$ cat config.mk
export PLATFORM = sky130hd
export DESIGN_NAME = bitwise_logic_unit
export DESIGN_NICKNAME = d
export VERILOG_FILES = /design/src/rtl/bitwise_logic_unit.sv
export SDC_FILE = /design/constraint.sdc
export NUM_CORES = 1
export LEC_CHECK = 0
export CORE_MARGIN = 5
export CORE_UTILIZATION = 40
export DETAILED_ROUTE_END_ITERATION = 12
export MAX_ROUTING_LAYER = met4
export PLACE_DENSITY = 0.72
export SYNTH_ARGS = -nofsm -noshare
export SYNTH_HDL_FRONTEND = slang
export SYNTH_SLANG_ARGS = --single-unit
$ cat constraint.sdc
create_clock -name clk -period 5.1 [get_ports clk]
set_clock_uncertainty 0.05 [all_clocks]
set_input_delay 0.51 -clock clk [delete_from_list [all_inputs] [get_ports clk]]
set_output_delay 0.51 -clock clk [all_outputs]
set_load 0.005 [all_outputs]
$ cat src/rtl/bitwise_logic_unit.sv
// Registered bitwise AND/OR/XOR/XNOR unit with valid/ready handshakes and a chaining accumulator.
// Optional registered parity output is enabled by defining BWLU_PARITY_EN.
module bitwise_logic_unit #(
    parameter int unsigned      WIDTH     = 20,
    parameter logic [WIDTH-1:0] ACC_RESET = '0
) (
    input  logic             clk,
    input  logic             rst,
    input  logic             in_valid,
    output logic             in_ready,
    input  logic [WIDTH-1:0] i0,
    input  logic [WIDTH-1:0] i1,
    input  logic [1:0]       op,
    input  logic             acc,
    output logic             out_valid,
    input  logic             out_ready,
    output logic [WIDTH-1:0] s,
    output logic             zero
`ifdef BWLU_PARITY_EN
    ,
    output logic             parity
`endif
);

    typedef enum logic [1:0] {
        OpAnd  = 2'b00,
        OpOr   = 2'b01,
        OpXor  = 2'b10,
        OpXnor = 2'b11
    } op_e;

    logic             out_valid_q, out_valid_d;
    logic [WIDTH-1:0] s_q, s_d;
    logic             zero_q, zero_d;
    logic [WIDTH-1:0] acc_q, acc_d;
    logic [WIDTH-1:0] op_a;
    logic [WIDTH-1:0] result;
    logic             xfer_in;
    logic             xfer_out;

    assign in_ready = !out_valid_q || out_ready;
    assign xfer_in  = in_valid && in_ready;
    assign xfer_out = out_valid_q && out_ready;
    assign op_a     = acc ? acc_q : i0;

    always_comb begin
        result = '0;
        unique case (op_e'(op))
            OpAnd:  result = op_a & i1;
            OpOr:   result = op_a | i1;
            OpXor:  result = op_a ^ i1;
            OpXnor: result = ~(op_a ^ i1);
            default: result = '0;
        endcase
    end

    always_comb begin
        out_valid_d = out_valid_q;
        s_d         = s_q;
        zero_d      = zero_q;
        acc_d       = acc_q;
        if (xfer_in) begin
            // A new result may replace one being consumed in the same cycle: no bubble.
            out_valid_d = 1'b1;
            s_d         = result;
            zero_d      = (result == '0);
            acc_d       = result;
        end else if (xfer_out) begin
            out_valid_d = 1'b0;
        end
    end

    always_ff @(posedge clk) begin
        if (rst) begin
            out_valid_q <= 1'b0;
            s_q         <= '0;
            zero_q      <= 1'b1;
            acc_q       <= ACC_RESET;
        end else begin
            out_valid_q <= out_valid_d;
            s_q         <= s_d;
            zero_q      <= zero_d;
            acc_q       <= acc_d;
        end
    end

`ifdef BWLU_PARITY_EN
    logic parity_q, parity_d;

    always_comb begin
        parity_d = parity_q;
        if (xfer_in) begin
            parity_d = ^result;
        end
    end

    always_ff @(posedge clk) begin
        if (rst) begin
            parity_q <= 1'b0;
        end else begin
            parity_q <= parity_d;
        end
    end

    assign parity = parity_q;
`endif

    assign out_valid = out_valid_q;
    assign s         = s_q;
    assign zero      = zero_q;

endmodule

; Yosys cells after proc, flatten, opt, wreduce, memory -nomap -nowiden
; Index checks and enable logic that the tools add are counted.
; W data, S select, Z words.
[totals]
elab_cells = 21
register_bits = 22
[op_classes]
reduce_logical = 7
bitwise = 4
n_mux = 4
eq_ne = 3
[ops]
columns = cell, n
row1 = $pmux W20 S4, 1
row2 = $and A20 B20 Y20, 1
row3 = $logic_not A20 Y1, 1
row4 = $mux W20, 1
row5 = $not A20 Y20, 1
row6 = $or A20 B20 Y20, 1
row7 = $xor A20 B20 Y20, 1
row8 = $eq A2 B2 Y1 const B, 2
row9 = $eq A2 B1 Y1 const B, 1
row10 = $logic_and A1 B1 Y1, 2
row11 = $logic_not A2 Y1, 1
row12 = $mux W1, 2
row13 = $reduce_bool A2 Y1, 1
row14 = $logic_not A1 Y1, 1
row15 = $logic_or A1 B1 Y1, 1

; Longest topological paths before layout
[depth]
depth_word = 5
depth_mapped = 9
ltp_nobuf = 8

; Least setup slack after synthesis
; OpenSTA, ideal clock, no wires.
[synth_path]
path_type = input to register
start = input acc
end = register zero_q, in the netlist zero
setup_ns = 0.069
path_stages = 8
required_time_ns = 4.981
n_path_buf = 1
t_arrival_ns = 2.399
setup_slack_ns = 2.582
path_cell_list = clkbuf_1 > mux2i_1 > ha_1 > mux2_2 > mux2i_1 > nand4_1 > or3_1 > o21ai_1
[synth_between]
elab_chain_cells = 5
[synth_rtl]
columns = element, line_no
row1 = from (decl), 14  ; input logic acc,
row2 = $mux W20 (*), 44  ; assign op_a = acc ? acc_q : i0;
row3 = $xor A20 B20 Y20, "51, 52"
row4 = $not A20 Y20, 52  ; OpXnor: result = ~(op_a ^ i1);
row5 = $pmux W20 S4 (*), 48  ; unique case (op_e'(op))
row6 = $logic_not A20 Y1 (*), 66  ; zero_d = (result == '0);
row7 = to (signal assigned), 82  ; zero_q <= zero_d;
row8 = to (decl), 34  ; logic zero_q, zero_d;
; Every way passes the cells marked *; elsewhere a longest branch is shown, timed or not.
; A chain may end at the register's enable or synchronous reset.

; Final worst setup path
; Same ends and word-level chain as after synthesis.

==> qor.csv <==
metric,value,unit
Die W,86.46,µm
unrepaired setup endpoints after global routing,no,
worst-margin pin slew,1.105,ns
Ys Warns,0,
synth cell count leaders,"mux2i_1 (64), inv_1 (41), ha_1 (40)",
status,completed,
vias in the first global route,2047,
Final nets,414,
Area Overhead vs Synth,33.28,%
Synth Register Bits,22,
height of the die,86.46,µm
Power Density,194.8,nW/µm²
gpl congestion,0.7678,
crit start category,primary input,
Hold Fails Final Rpt,0,
Cell Rows,27,
Max Cap Viol,0,
fin util,0.5558,
Pleak,1.624,nW
Fmax,311.5,MHz
gr usage total,0.1490,
worst reg2reg path startpoint,out_valid$_SDFFE_PP0P_,
vias per cell,4.987,
root buffer cell,clkbuf_8,
Total Power,0.6072,mW
synth unique cells,25,
CTS tree,built,
Setup WS pre-CTS,1.583,ns
initial antenna violation count,0,
post-DP HPWL,4235,µm
Post-synth ARST share,0,
Die Area,7475,µm²
fillers,537,
post-synth top area share,0.2739,
Mean Syn Cell Area,8.825,µm²
top cell type by total area after synthesis,mux2i_1,
core area,5608,µm²
Worst-Skew Late Latency,0.26,ns
final antenna-violating net count,0,
# DRC,0,
fraction of layout cells with a size suffix above 1,0.08282,
top_reg_cell synth,dfxtp_1,
Port Buffers,69,
drt wl/cell,13.58,µm
H-tree levels,1,
number of synthesized flops with an enable pin,0,
R2R Setup Slk,2.96,ns
number of hold buffers added after cts,0,
initial core utilization,0.4170,
CP Data Arrival Time,3.36,ns
Post-Syn Instances,265,
Post-Syn Area,2338,µm²
# IOs,70,
Worst-path clk slew,0.08,ns
Worst VDD drop,0.1097,mV
Slew HR,0.2613,
# diodes,0,
CP endpoint kind,flop,
worst hold path startpoint,acc_q[12]$_SDFFE_PP0P_,
WHS Path Cells,2,
vias,1985,
total grt overflow,0,
"Seq/Total Area, Yosys",0.1883,
critical path class,in2reg,
setup violators final,0,
TritonCTS Buffers,3,
largest net degree at the start of global routing,41,
post-route minimum period,3.210,ns
Sink Count,22,
setup TNS,0,ns
DR iter-0 viols,75,
Reg2Reg Depth,4,
WHS Endpoint,acc_q[12]$_SDFFE_PP0P_,
DR pass1 iterations,4,
final slew viol count,0,
first-pass GRT wire length,9108,µm
"count leader, synth",mux2i_1,
final worst slack,1.890,ns
CTS resizes,0,
postcts setup bufs,0,
HP Class,reg2reg,
Critical R2R Capture,acc_q[14]$_SDFFE_PP0P_,
Final Cycle Share,0.6295,
routed wire length,5404,µm
Longest Clk Path Bufs,2,
critical path required time,5.25,ns
syn nets,352,
CP max FO,13,
leading post-synthesis cells by cell area,"mux2i_1 (27%), ha_1 (21%), dfxtp_1 (19%)",
## stage by stage
stage / hold WS (ns) / instances / area, µm²
floorplan: 0.4120 / 265 / 2338
global placement: 0.4117 / 394 / 3045
detailed placement: 0.4265 / 394 / 3045
CTS: 0.4382 / 398 / 3117
global route: 0.4639 / 398 / 3117
finish: 0.4332 / 398 / 3117
## registers in the layout, summed over array words and instances, names as in the netlist
signal     flops
zero           1
out_valid      1
acc_q         20
## critical path, stage by stage
cell	delay, ns
clkdlybuf4s50_1	1.02
buf_4	0.33
mux2i_1	0.28
ha_1	0.29
mux2i_1	0.15
mux2i_1	0.11
nor4_1	0.40
nand4_1	0.14
o21ai_1	0.12
## metal layers
| layer | part of all wire | global-route usage | up-vias |
|---|---|---|---|
| met5 | 0 | - | - |
| met3 | 0.050 | 0.02091 | 4 |
| met1 | 0.44 | 0.1797 | 926 |
| met2 | 0.50 | 0.2601 | 41 |
| met4 | 0.0080 | 0.03683 | 0 |
| li1 | - | - | 1014 |
## cell usage in the layout, fill, tap and decap left out, drive strengths merged, types with 3 or more instances in the layout
| cell | count |
|---|---|
| a21oi | 17 |
| clkbuf | 3 |
| clkdlybuf4s50 | 68 |
| dfxtp | 22 |
| ha | 40 |
| inv | 41 |
| mux2 | 20 |
| mux2i | 64 |
| nand2 | 7 |
| nand3 | 5 |
| nor2 | 24 |
## worst max path at each step
stage,start,end,slack (ns),depth (start not counted)
3_5_place_dp,acc,zero$_SDFFE_PP1P_,1.58,9
2_1_floorplan,acc,zero$_SDFFE_PP1P_,2.58,8
4_1_cts,acc,zero$_SDFFE_PP1P_,1.87,9
5_1_grt,acc,zero$_SDFFE_PP1P_,1.75,9
6_report,acc,zero$_SDFFE_PP1P_,1.89,9
3_3_place_gp,acc,zero$_SDFFE_PP1P_,1.65,9
## layout make-up
cell class,count,area [µm²],area share
clock buffer,3,41.29,0.01325
clock inverter,1,30.03,0.009635
inverter,42,158.9,0.05098
multi-input combinational,188,1663,0.5335
sequential,22,440.4,0.1413
tap,72,90.09,0.02890
timing repair buffer,70,693.2,0.2224
## kinds of logic (layout without fill, tap and decap cells)
kind of cell    Yosys count  in the layout  share of synthesized area
mux                      84             84                     0.3703
buf+inv                  55            116                     0.1006
simple gates             45             45                    0.08615
fa+ha+maj                40             40                     0.2140
flops                    22             22                     0.1883
compound gates           19             19                    0.04066
## where the power goes
part	leakage, nW	switching (mW)	internal, mW	total [mW]
clock network	0.0357	0.0587	0.105	0.164
logic	1.41	0.109	0.136	0.246
registers	0.181	0.0115	0.187	0.198
(Power assumes the default switching activity.)
